--- src/rtl/text_buffer_ctrl.sv ---
`default_nettype none
// ============================================================================
//  Module   : text_buffer_ctrl
//  Purpose  : Character-terminal front end for a text RAM. Bytes from a serial
//             receiver are buffered in a one-entry holding register and
//             interpreted as printable glyphs or control codes (BS, LF, CR,
//             FF). Printable bytes are written at the cursor. LF and FF start
//             blanking sweeps of one row or of the whole screen.
//  Ports    : clk      - system clock, rising edge
//             reset    - asynchronous reset, active low
//             rx_data  - received byte, qualified by rx_valid
//             rx_valid - single-cycle strobe for rx_data
//             wr_en    - text RAM write strobe, one cycle per cell
//             wr_row   - text RAM write row
//             wr_col   - text RAM write column
//             wr_data  - text RAM write data
//             cur_row  - cursor row
//             cur_col  - cursor column
//             busy     - high on every cycle that carries a sweep write
//             drop     - one-cycle pulse when a received byte is discarded
//  Revision : 1.0  initial release
// ============================================================================
module text_buffer_ctrl #(
   parameter int         COLS  = 32,
   parameter int         ROWS  = 4,
   parameter logic [7:0] BLANK = 8'h20
) (
   input  logic                    clk,
   input  logic                    reset,
   input  logic [7:0]              rx_data,
   input  logic                    rx_valid,
   output logic                    wr_en,
   output logic [$clog2(ROWS)-1:0] wr_row,
   output logic [$clog2(COLS)-1:0] wr_col,
   output logic [7:0]              wr_data,
   output logic [$clog2(ROWS)-1:0] cur_row,
   output logic [$clog2(COLS)-1:0] cur_col,
   output logic                    busy,
   output logic                    drop
);

   localparam int c_ROW_W = $clog2(ROWS);
   localparam int c_COL_W = $clog2(COLS);
   // Row-major cell index used by the full-screen sweep: {row, col}.
   localparam int c_CNT_W = c_ROW_W + c_COL_W;

   // ROWS and COLS are powers of two, so the last index is all ones.
   localparam logic [c_COL_W-1:0] c_COL_MAX = '1;
   localparam logic [c_CNT_W-1:0] c_CNT_MAX = '1;

   localparam logic [7:0] c_BS       = 8'h08;
   localparam logic [7:0] c_LF       = 8'h0A;
   localparam logic [7:0] c_FF       = 8'h0C;
   localparam logic [7:0] c_CR       = 8'h0D;
   localparam logic [7:0] c_PRINT_LO = 8'h20;
   localparam logic [7:0] c_PRINT_HI = 8'h7E;

   typedef enum logic [1:0] {
      ST_IDLE     = 2'd0,
      ST_CLR_LINE = 2'd1,
      ST_CLR_ALL  = 2'd2
   } state_t;

   // ------------------------------------------------------------------------
   // Registered state
   // ------------------------------------------------------------------------
   state_t               r_state;
   logic                 r_hold_full;
   logic [7:0]           r_hold_data;
   logic [c_ROW_W-1:0]   r_cur_row;
   logic [c_COL_W-1:0]   r_cur_col;
   logic                 r_wr_en;
   logic [c_ROW_W-1:0]   r_wr_row;
   logic [c_COL_W-1:0]   r_wr_col;
   logic [7:0]           r_wr_data;
   logic                 r_busy;
   logic                 r_drop;
   logic [c_CNT_W-1:0]   r_cnt;       // sweep position
   logic [c_ROW_W-1:0]   r_line_row;  // row being blanked by a line sweep

   // ------------------------------------------------------------------------
   // Next-state values
   // ------------------------------------------------------------------------
   state_t               w_state_nxt;
   logic                 w_hold_full_nxt;
   logic [7:0]           w_hold_data_nxt;
   logic [c_ROW_W-1:0]   w_cur_row_nxt;
   logic [c_COL_W-1:0]   w_cur_col_nxt;
   logic                 w_wr_en_nxt;
   logic [c_ROW_W-1:0]   w_wr_row_nxt;
   logic [c_COL_W-1:0]   w_wr_col_nxt;
   logic [7:0]           w_wr_data_nxt;
   logic                 w_busy_nxt;
   logic                 w_drop_nxt;
   logic [c_CNT_W-1:0]   w_cnt_nxt;
   logic [c_ROW_W-1:0]   w_line_row_nxt;
   logic                 w_consume;
   logic                 w_printable;

   assign w_printable = (r_hold_data >= c_PRINT_LO) && (r_hold_data <= c_PRINT_HI);

   // ------------------------------------------------------------------------
   // State register. Every output comes straight from a flop here, so a
   // cursor move and the write that goes with it land on the same edge.
   // ------------------------------------------------------------------------
   always_ff @(posedge clk or negedge reset) begin
      if (!reset) begin
         r_state     <= ST_IDLE;
         r_hold_full <= 1'b0;
         r_hold_data <= 8'h00;
         r_cur_row   <= '0;
         r_cur_col   <= '0;
         r_wr_en     <= 1'b0;
         r_wr_row    <= '0;
         r_wr_col    <= '0;
         r_wr_data   <= 8'h00;
         r_busy      <= 1'b0;
         r_drop      <= 1'b0;
         r_cnt       <= '0;
         r_line_row  <= '0;
      end else begin
         r_state     <= w_state_nxt;
         r_hold_full <= w_hold_full_nxt;
         r_hold_data <= w_hold_data_nxt;
         r_cur_row   <= w_cur_row_nxt;
         r_cur_col   <= w_cur_col_nxt;
         r_wr_en     <= w_wr_en_nxt;
         r_wr_row    <= w_wr_row_nxt;
         r_wr_col    <= w_wr_col_nxt;
         r_wr_data   <= w_wr_data_nxt;
         r_busy      <= w_busy_nxt;
         r_drop      <= w_drop_nxt;
         r_cnt       <= w_cnt_nxt;
         r_line_row  <= w_line_row_nxt;
      end
   end

   // ------------------------------------------------------------------------
   // Next-state and output decode
   // ------------------------------------------------------------------------
   always_comb begin
      w_state_nxt     = r_state;
      w_cur_row_nxt   = r_cur_row;
      w_cur_col_nxt   = r_cur_col;
      w_wr_en_nxt     = 1'b0;
      w_wr_row_nxt    = r_wr_row;
      w_wr_col_nxt    = r_wr_col;
      w_wr_data_nxt   = r_wr_data;
      w_busy_nxt      = 1'b0;
      w_cnt_nxt       = r_cnt;
      w_line_row_nxt  = r_line_row;
      w_consume       = 1'b0;
      w_hold_full_nxt = r_hold_full;
      w_hold_data_nxt = r_hold_data;
      w_drop_nxt      = 1'b0;

      case (r_state)
         ST_IDLE: begin
            if (r_hold_full) begin
               w_consume = 1'b1;
               if (w_printable) begin
                  w_wr_en_nxt   = 1'b1;
                  w_wr_row_nxt  = r_cur_row;
                  w_wr_col_nxt  = r_cur_col;
                  w_wr_data_nxt = r_hold_data;
                  // Column wraps to zero by natural overflow.
                  w_cur_col_nxt = r_cur_col + 1'b1;
                  if (r_cur_col == c_COL_MAX) begin
                     // Writing the last column behaves like a newline.
                     w_cur_row_nxt  = r_cur_row + 1'b1;
                     w_line_row_nxt = r_cur_row + 1'b1;
                     w_cnt_nxt      = '0;
                     w_state_nxt    = ST_CLR_LINE;
                  end
               end else begin
                  case (r_hold_data)
                     c_BS: begin
                        // Step back one cell in row-major order, stopping at
                        // the home position; the landing cell is blanked.
                        if (r_cur_col != '0) begin
                           w_cur_col_nxt = r_cur_col - 1'b1;
                        end else if (r_cur_row != '0) begin
                           w_cur_row_nxt = r_cur_row - 1'b1;
                           w_cur_col_nxt = c_COL_MAX;
                        end
                        w_wr_en_nxt   = 1'b1;
                        w_wr_row_nxt  = w_cur_row_nxt;
                        w_wr_col_nxt  = w_cur_col_nxt;
                        w_wr_data_nxt = BLANK;
                     end
                     c_LF: begin
                        w_cur_row_nxt  = r_cur_row + 1'b1;
                        w_line_row_nxt = r_cur_row + 1'b1;
                        w_cnt_nxt      = '0;
                        w_state_nxt    = ST_CLR_LINE;
                     end
                     c_CR: begin
                        w_cur_col_nxt = '0;
                     end
                     c_FF: begin
                        w_cur_row_nxt = '0;
                        w_cur_col_nxt = '0;
                        w_cnt_nxt     = '0;
                        w_state_nxt   = ST_CLR_ALL;
                     end
                     default: begin
                        // Unsupported control code: swallowed silently.
                     end
                  endcase
               end
            end
         end

         ST_CLR_LINE: begin
            w_wr_en_nxt   = 1'b1;
            w_busy_nxt    = 1'b1;
            w_wr_row_nxt  = r_line_row;
            w_wr_col_nxt  = r_cnt[c_COL_W-1:0];
            w_wr_data_nxt = BLANK;
            w_cnt_nxt     = r_cnt + 1'b1;
            if (r_cnt[c_COL_W-1:0] == c_COL_MAX) begin
               w_state_nxt = ST_IDLE;
            end
         end

         ST_CLR_ALL: begin
            w_wr_en_nxt   = 1'b1;
            w_busy_nxt    = 1'b1;
            {w_wr_row_nxt, w_wr_col_nxt} = r_cnt;
            w_wr_data_nxt = BLANK;
            w_cnt_nxt     = r_cnt + 1'b1;
            if (r_cnt == c_CNT_MAX) begin
               w_state_nxt = ST_IDLE;
            end
         end

         default: begin
            w_state_nxt = ST_IDLE;
         end
      endcase

      // Holding register: a new byte may enter when the slot is empty or is
      // being emptied on this same edge; otherwise it is lost and flagged.
      if (rx_valid && (!r_hold_full || w_consume)) begin
         w_hold_full_nxt = 1'b1;
         w_hold_data_nxt = rx_data;
      end else if (w_consume) begin
         w_hold_full_nxt = 1'b0;
      end
      w_drop_nxt = rx_valid && r_hold_full && !w_consume;
   end

   assign wr_en   = r_wr_en;
   assign wr_row  = r_wr_row;
   assign wr_col  = r_wr_col;
   assign wr_data = r_wr_data;
   assign cur_row = r_cur_row;
   assign cur_col = r_cur_col;
   assign busy    = r_busy;
   assign drop    = r_drop;

endmodule
`default_nettype wire

--- config.mk ---
export PLATFORM = sky130hd
export DESIGN_NAME = text_buffer_ctrl
export DESIGN_NICKNAME = d
export VERILOG_FILES = /design/src/rtl/text_buffer_ctrl.sv
export SDC_FILE = /design/constraint.sdc
export NUM_CORES = 1
export LEC_CHECK = 0
export CAP_MARGIN = 40
export CELL_PAD_IN_SITES_DETAIL_PLACEMENT = 0
export CELL_PAD_IN_SITES_GLOBAL_PLACEMENT = 1
export CORE_MARGIN = 2
export CORE_UTILIZATION = 46
export DETAILED_ROUTE_END_ITERATION = 10
export GPL_ROUTABILITY_DRIVEN = 0
export PLACE_DENSITY_LB_ADDON = 0.1
export SLEW_MARGIN = 40
export SYNTH_ARGS = -nofsm -noshare
export SYNTH_HDL_FRONTEND = slang
export SYNTH_SLANG_ARGS = --single-unit
export TNS_END_PERCENT = 30
--- constraint.sdc ---
create_clock -name clk -period 3.45 [get_ports clk]
set_input_delay 1.035 -clock clk [delete_from_list [all_inputs] [get_ports clk]]
set_output_delay 1.035 -clock clk [all_outputs]
set_load 0.02 [all_outputs]
Yosys cells after proc, flatten, opt, wreduce, memory -nomap -nowiden --
Cells that the tools add are included.
Storage, ports and cells: flip-flop bits (word level) 45, output and inout port bits 25, logic and storage cells 107, bits of input ports 11
Cells by class: muxes and demuxes 44, magnitude comparators 2, equality and inequality tests 17, $add $sub $neg 5, reduce and logical (&&, ||, !) cells 26
Operators with widths (count):
- equality test 8 x 4 -> 1 bit (second input constant) | 4
- 2-to-1 mux 5 bit | 6
- 2-to-1 mux 2 bit | 14
- 2-to-1 mux 7 bit | 4
- 2-to-1 mux 8 bit | 3
- one-hot mux 5 bit (2 select lines) | 2
- one-hot mux 2 bit (3 select lines) | 3
- one-hot mux 8 bit (2 select lines) | 1
- one-hot mux 7 bit (2 select lines) | 1
- AND reduction 4 bit | 3
- equality test 5 bit (second input constant) | 2
- AND reduction 3 bit | 3
- >= comparator 8 x 6 -> 1 bit (second input constant) | 1
- less-or-equal comparator 8 x 7 -> 1 bit (second input constant) | 1
- 2-to-1 mux 1 bit | 8
- nonzero test 2 bit | 4
- adder 7 x 1 -> 7 bit (second input constant) | 1
- equality test 7 bit (second input constant) | 1
- inequality test 2 bit (second input constant) | 3
- inequality test 3 bit (second input constant) | 2
- nonzero test 3 bit | 2
- OR reduction 2 bit | 3
- adder 5 x 1 -> 5 bit (second input constant) | 1
- AND reduction 5 bit | 1
- 16 further kinds | 20

Logic depth before layout (Yosys ltp) --
Gate-level depths: netlist of run 1.
depth after elaboration 7, gate-level depth with buffers 7, gate-level depth less buffers 7

Worst setup path before layout of run 1 --
No wires, ideal clock.
path kind register -> register, start point reg r_cur_col[0] (netlist: cur_col[0]), end point reg r_cur_row[1] (netlist: cur_row[1]), cell stages (with the launch flop) 8, slack 1.300 ns, period minus slack after synthesis 2.150 ns, arrival time 2.010 ns, setup time 0.141 ns, cells stage by stage dfrtp_1 inv_1 ha_1 nor4b_4 mux2i_1 nor3_1 a2111oi_0 mux2i_1
On the way: word-level cells in the longest chain between the ends 4, elaborated cells on any way between the ends 7, classes of those cells 2 x eq/ne; 3 x mux; 2 x reduce/logical
Ends and longest elaborated chain:
- start, declared | RTL line 71 | logic [c_COL_W-1:0] r_cur_col;
- start signal, assigned | RTL line 126 | r_cur_col <= w_cur_col_nxt;
- nonzero test 5 bit | RTL line 180 | if (r_cur_col != '0) begin
- 2-to-1 mux 2 bit | RTL line 180
- one-hot mux 2 bit (3 select lines) | RTL line 176 | case (r_hold_data)
- 2-to-1 mux 2 bit | RTL line 161 | if (w_printable) begin
- end signal, assigned | RTL line 125 | r_cur_row <= w_cur_row_nxt;
- end, declared | RTL line 70 | logic [c_ROW_W-1:0] r_cur_row;
Several ways; a longest one is shown, not always the timed one. A chain may end at the register's enable or synchronous reset.

Final worst setup path of run 1 --
start point reg r_cur_col[3] (netlist: cur_col[3]), end point out cur_col[3]
RTL lines:
- end, declared | RTL line 37 | output logic [$clog2(COLS)-1:0] cur_col,
No word-level cell between the ends.

==> summary.md, run 1 <==
| Metric | Value |
|---|---|
| P_leak | 1.35 nW |
| Post-synth top area share | 40.8% |
| RSZ-0062 raised after global routing | false |
| Fill cell count | 528 |
| Die width | 81.5 um |
| Starting density of the core | 47.2% |
| Clock sinks | 45 |
| Crit path time final | 2.64 ns |
| Rows | 28 |
| Hold buffers post-CTS | 0 |
| Post-cts resize count | 0 |
| Num CTS Buffers | 5 |
| Vias per Instance | 5.69 |
| Crit path to | cur_col[3] |
| Post-Syn Instances | 277 |
| Worst slew margin | 56.6% |
| DRC viols | 0 |
| Status | finished clean |
| Crit share post-route | 76.5% |
| Launch point of the worst reg-to-reg path | cur_col[0] |
| Synthesized area per cell | 9.97 um2 |
| Crit path max-delay cell type | clkdlybuf4s50_1 |
| Worst hold stages | 1 |
| Crit path launch type | flop |
| Worst-path cell chain | clkdlybuf4s50_1 |
| Crit path from | cur_col[3] |
| WP buf/inv | 1 |
| Postcts setup bufs | 0 |
| Dominant cell by count in the synthesized netlist | dfrtp_1 |
| Die area | 6640 um2 |
| Worst hold path type | flop to flop |
| Nets | 331 |
| Seq cells post-synth | 45 |
| Max-cap check violation count | 0 |
| Root buf cell | clkbuf_8 |
| Setup TNS | 0 ns |
| Post-Syn Area | 2760 um2 |
| Pwr per Cell Area | 726 nW/um2 |
| Register area share after synthesis | 40.8% |
| Crit path DAT | 1.60 ns |
| WL/cell | 16.3 um |
| CTS tree | done |
| Crit path kind | flop to output pin |
| Post-synth cell types | 60 |
| PortBufs | 35 |
| First-pass GRT wire length | 10.3 mm |
| Synthesized Nets | 300 |
| Clk pin slew, worst setup/hold paths | 0.10 ns |
| Max Fclk | 0.379 GHz |
| Worst R2R Path Depth | 7 |
| Largest cells by area after synthesis | dfrtp_1, ha_1, mux2_2 |
| Drt initial violations | 116 |
| Final Max Slew Viols | 0 |
| Grt total ovfl | 0 |
| Fin. Hold Viols | 0 |
| Clock H-tree levels | 2 |
| RR Endpoint | cur_row[1] |
| Antenna Cells | 0 |
| Async set-reset flop share out of synthesis | 100% |
| Total Power | 2.36 mW |
| Vias | 2185 |
| Post-synth top area cell | dfrtp_1 |
| ANT nets after route | 0 |
| Delay-heaviest family, CP | buffers and inverters |
| Die height | 81.5 um |
| Worst Tran Pin Value | 0.649 ns |
| Final hold slack | 0.490 ns |
| GRT Overall Usage | 20.3% |
| Fin Clk Skew | 0.0122 ns |
| Worst reg2reg setup slack | 0.90 ns |
| Crit end category | output pin |
| Layout cell share with drive strength beyond 1 | 11.7% |
| Critical Path Stages | 1 |
| Initial antenna violation count | 0 |
| Number of enable flip-flop cells after synthesis | 0 |
| DRT Wirelength | 6.25 mm |
| Core area | 5850 um2 |
| Most used DFF post-synth | dfrtp_1 |
| Area Overhead vs Synth | 17.8% |
| Pre-antenna DRT Iters | 4 |
| Post-DP HPWL | 4.47 mm |
| VDD IR max | 0.432 mV |
| Max incr delay on CP | 0.69 ns |
| Largest net degree at the start of global routing | 46 |
| Final setup viols | 0 |
| Worst EP required | 2.41 ns |
| Most common library cells after synthesis | dfrtp_1, nand2_1, inv_1, nor2_1, mux2_2 |
| Vias in the first global route | 2048 |
| Clock buffer depth | 2 |
| Worst Path Max Fanout | 12 |
| Clock Latency Late Sink | 0.31 ns |
| Ys Warns | 0 |
| Top Ports | 36 |
## where the power goes
group / internal (mW) / switching, mW
clock network: 0.166 / 0.194
logic: 0.544 / 0.600
registers: 0.683 / 0.174
## registers in the layout (all words and copies together) (netlist names), 2 cells and up
register     count
r_state          2
wr_row           2
wr_col           5
wr_data          8
r_line_row       2
r_cnt            7
cur_col          5
r_hold_data      8
cur_row          2
## metrics by stage
step | cell area [um2] | worst slack, ns | instances | utilization [%]
after floorplan | 2760 | 1.30 | 277 | -
after global placement | 3140 | 0.993 | 376 | 53.6
after detailed placement | 3150 | 0.926 | 376 | 53.9
after CTS | 3250 | 0.796 | 384 | 55.6
after global routing | 3250 | 0.696 | 384 | 55.6
final | 3250 | 0.811 | 384 | 55.6
## cells in the final DEF (no fill, tap or decap), types with 3 or more instances in the layout
| cell type | n |
|---|---|
| dfrtp_1 | 45 |
| clkdlybuf4s50_1 | 34 |
| nand2_1 | 23 |
| inv_1 | 17 |
| nor2_1 | 15 |
| mux2_2 | 13 |
| a31oi_1 | 12 |
| o21ai_0 | 11 |
| ha_1 | 11 |
| mux2i_1 | 10 |
| nand3_1 | 9 |
| a21oi_1 | 8 |
| nor2b_1 | 7 |
| nand4_1 | 6 |
| mux2_1 | 6 |
| clkbuf_8 | 6 |
| and3_1 | 4 |
| o31ai_1 | 4 |
| nor3_1 | 4 |
| a22oi_1 | 4 |
| nand2b_1 | 4 |
| o221ai_1 | 4 |
| or3_1 | 3 |
| nor3b_1 | 3 |
## cell type report
| cell class | count | area (um2) | share of cell area (%) |
|---|---|---|---|
| Multi-Input combinational cell | 203 | 1520 | 46.6 |
| Sequential cell | 45 | 1130 | 34.6 |
| Timing Repair Buffer | 36 | 355 | 10.9 |
| Tap cell | 75 | 93.8 | 2.88 |
| Clock buffer | 6 | 82.6 | 2.54 |
| Inverter | 17 | 63.8 | 1.96 |
| Clock inverter | 2 | 17.5 | 0.538 |
## kinds of logic (layout without fill, tap and decap cells)
group / after synthesis / count (layout) / synth area share, %
flip-flops: 45 / 45 / 40.8
AND/OR/NAND/NOR: 90 / 90 / 18.5
adder cells (fa/ha/maj): 12 / 12 / 5.43
AO/OA/AOI/OAI: 70 / 70 / 18.2
XOR/XNOR: 1 / 1 / 0.317
buffers and inverters: 29 / 61 / 4.94
multiplexers: 30 / 30 / 11.9
## worst min-delay path by stage
stage	startpoint	to	slack, ns
after floorplan	r_line_row[1]	r_line_row[1]	0.46
after global placement	wr_col[2]	wr_col[2]	0.47
after detailed placement	wr_col[1]	wr_col[1]	0.48
after CTS	wr_col[4]	wr_col[4]	0.50
after global routing	r_line_row[1]	r_line_row[1]	0.53
final	wr_col[1]	wr_col[1]	0.49
## routing by layer
metal	vias up	wire length [um]	GRT usage, %
met3	4	188	3.96
met1	1067	2970	27.2
met5	-	0	0
met2	33	3040	34.1
li1	1081	-	-
met4	0	45	4.58
Power figures use the tool's default switching activity.
==> run 2: changes to the inputs <==
--- a/config.mk
+++ b/config.mk
@@ -9,7 +9,7 @@
 export CELL_PAD_IN_SITES_DETAIL_PLACEMENT = 0
 export CELL_PAD_IN_SITES_GLOBAL_PLACEMENT = 1
 export CORE_MARGIN = 2
-export CORE_UTILIZATION = 46
+export CORE_UTILIZATION = 43
 export DETAILED_ROUTE_END_ITERATION = 10
 export GPL_ROUTABILITY_DRIVEN = 0
 export PLACE_DENSITY_LB_ADDON = 0.1
==> constraint.sdc (replaced) <==
create_clock -name clk -period 2.55 [get_ports clk]
set_input_delay 0.765 -clock clk [delete_from_list [all_inputs] [get_ports clk]]
set_output_delay 0.765 -clock clk [all_outputs]
set_load 0.02 [all_outputs]
==> summary.md, run 2 (same netlist as run 1, synthesis figures left out) <==
| Metric | Value |
|---|---|
| Status | finished clean |
| Die width | 84.2 um (+3.3%) |
| Worst slew margin | 65.4% (+8.8 points) |
| Worst-path cell chain | clkdlybuf4s50_1 |
| Rows | 29 (+3.6%) |
| Setup TNS | 0 ns (unchanged) |
| Crit path DAT | 1.62 ns (+0.02 ns) |
| VDD IR max | 0.591 mV (+37%) |
| P_leak | 1.40 nW (+3.6%) |
| Crit path time final | 2.38 ns |
| Worst Tran Pin Value | 0.520 ns (-0.129 ns) |
| Clock buffer depth | 2 (unchanged) |
| Vias per Instance | 5.70 (+0.18%) |
| Grt total ovfl | 0 (unchanged) |
| Postcts setup bufs | 0 (unchanged) |
| CTS tree | done |
| Pre-antenna DRT Iters | 4 (unchanged) |
| Fill cell count | 595 (+13%) |
| RSZ-0062 raised after global routing | false |
| PortBufs | 35 (unchanged) |
| Post-DP HPWL | 4.65 mm (+4.1%) |
| Commonest non-fill, non-tap cell in the layout | dfrtp_1 |
| ANT nets after route | 0 (unchanged) |
| DRC viols | 0 (unchanged) |
| Die height | 84.2 um (+3.3%) |
| Area Overhead vs Synth | 20.5% |
| Num CTS Buffers | 5 (unchanged) |
| Top Ports | 36 (unchanged) |
| GRT Overall Usage | 18.8% (-1.5 points) |
| Setup WS pre-CTS | 0.359 ns (-0.567 ns) |
| Vias in the first global route | 2210 (+7.9%) |
| WL/cell | 15.7 um (-3.7%) |
| Post-cts resize count | 0 (unchanged) |
| Clock H-tree levels | 2 (unchanged) |
| Max incr delay on CP | 0.69 ns (about the same) |
| Vias | 2246 (+2.8%) |
| Final Max Slew Viols | 0 (unchanged) |
| Starting density of the core | 44.0% (-3.2 points) |
| Worst EP required | 1.79 ns (-0.62 ns) |
| Worst Path Max Fanout | 12 (unchanged) |
| Hold buffers post-CTS | 0 (unchanged) |
| WP buf/inv | 1 (unchanged) |
| Antenna Cells | 0 (unchanged) |
| Max Fclk | 0.419 GHz |
| Clk pin slew, worst setup/hold paths | 0.09 ns (about the same) |
| Final setup viols | 0 (unchanged) |
| Fin. Hold Viols | 0 (unchanged) |
| Worst reg2reg setup slack | 0.34 ns (-0.56 ns) |
| Worst hold path type | input port to async pin |
| Crit share post-route | 93.5% |
| Root buf cell | clkbuf_8 |
| Clock sinks | 45 (unchanged) |
| Crit path launch type | flop |
| Crit end category | output pin |
| Nets | 339 (+2.4%) |
| Delay-heaviest family, CP | buffers and inverters |
| DRT Wirelength | 6.17 mm (-1.2%) |
| Fin Clk Skew | 0.00315 ns (-0.00901 ns) |
| Clock Latency Late Sink | 0.30 ns (about the same) |
| Drt initial violations | 127 (+9.5%) |
| Crit path max-delay cell type | clkdlybuf4s50_1 |
| First-pass GRT wire length | 10.6 mm (+3.8%) |
| Total Power | 3.23 mW (+37%) |
| Largest net degree at the start of global routing | 26 (-43%) |
| Core area | 6280 um2 (+7.3%) |
| Crit path kind | flop to output pin |
| Final worst slack | 0.166 ns (-0.645 ns) |
| Layout cell share with drive strength beyond 1 | 13.6% (+1.9 points) |
| Die area | 7080 um2 (+6.6%) |
| Initial antenna violation count | 0 (unchanged) |
| Pwr per Cell Area | 969 nW/um2 (+34%) |
| Max-cap check violation count | 0 (unchanged) |
| Most frequent cells in the layout | dfrtp_1, clkdlybuf4s50_1, nand2_1 |
==> run 2: changes by cell type in the layout (fill, tap and decap cells not counted) <==
cell / before / now
buf_12: 0 / 2
clkbuf_8: 6 / 7
ha_1: 11 / 12
buf_2: 0 / 1
buf_4: 2 / 7
o2bb2ai_2: 0 / 1
ha_2: 1 / 0
o2bb2ai_4: 1 / 0
clkinv_4: 1 / 0
==> run 2: worst reg2reg max path, cell delays in order (launching register included) <==
cell and delay [ns]:
dfrtp_1 0.44, inv_1 0.12, ha_1 0.26, or4b_1 0.53
nor2_1 0.27, a2111oi_2 0.08, o31ai_1 0.26, mux2_4 0.18
==> run 2: path summary, 6_finish.rpt <==
check | startpoint | endpoint | cells past startpoint
hold / removal | reset | r_cnt[5] | 1
min in group clk | wr_col[2] | wr_col[2] | 1
max in group asynchronous | reset | cur_row[1] | 2
setup / recovery | cur_col[3] | cur_col[3] | 1
hold reg to reg | wr_col[2] | wr_col[2] | 1
setup reg to reg | cur_col[0] | wr_col[3] | 7
==> run 2: layout make-up <==
class / instances / area (um2) / area share [%]
Clock buffer: 7 / 96.3 / 2.89
Clock inverter: 1 / 8.76 / 0.263
Inverter: 17 / 63.8 / 1.92
Multi-Input combinational cell: 203 / 1500 / 45.1
Sequential cell: 45 / 1130 / 33.8
Tap cell: 77 / 96.3 / 2.89
Timing Repair Buffer: 44 / 438 / 13.2
==> run 2: metrics by stage <==
| step | cells | util, % | area (um2) | hold slack (ns) |
|---|---|---|---|---|
| after floorplan | 277 | - | 2760 | 0.459 |
| after CTS | 394 | 53.0 | 3330 | 0.433 |
| after global routing | 394 | 53.0 | 3330 | 0.442 |
| after global placement | 386 | 51.4 | 3220 | 0.467 |
| final | 394 | 53.0 | 3330 | 0.427 |
| after detailed placement | 386 | 51.4 | 3220 | 0.482 |
==> run 2: per-layer routing <==
metal / vias to the layer above / share of wire, % / GRT usage, %
li1: 1106 / - / -
met1: 1088 / 46 / 25.0
met2: 48 / 49 / 31.0
met3: 4 / 3.6 / 4.23
met4: 0 / 0.78 / 5.13
met5: - / 0 / 0
==> run 2: power by group <==
part | leakage, nW | switching, mW | internal [mW]
registers | 0.564 | 0.237 | 0.924
clock network | 0.0549 | 0.248 | 0.250
logic | 0.783 | 0.803 | 0.765
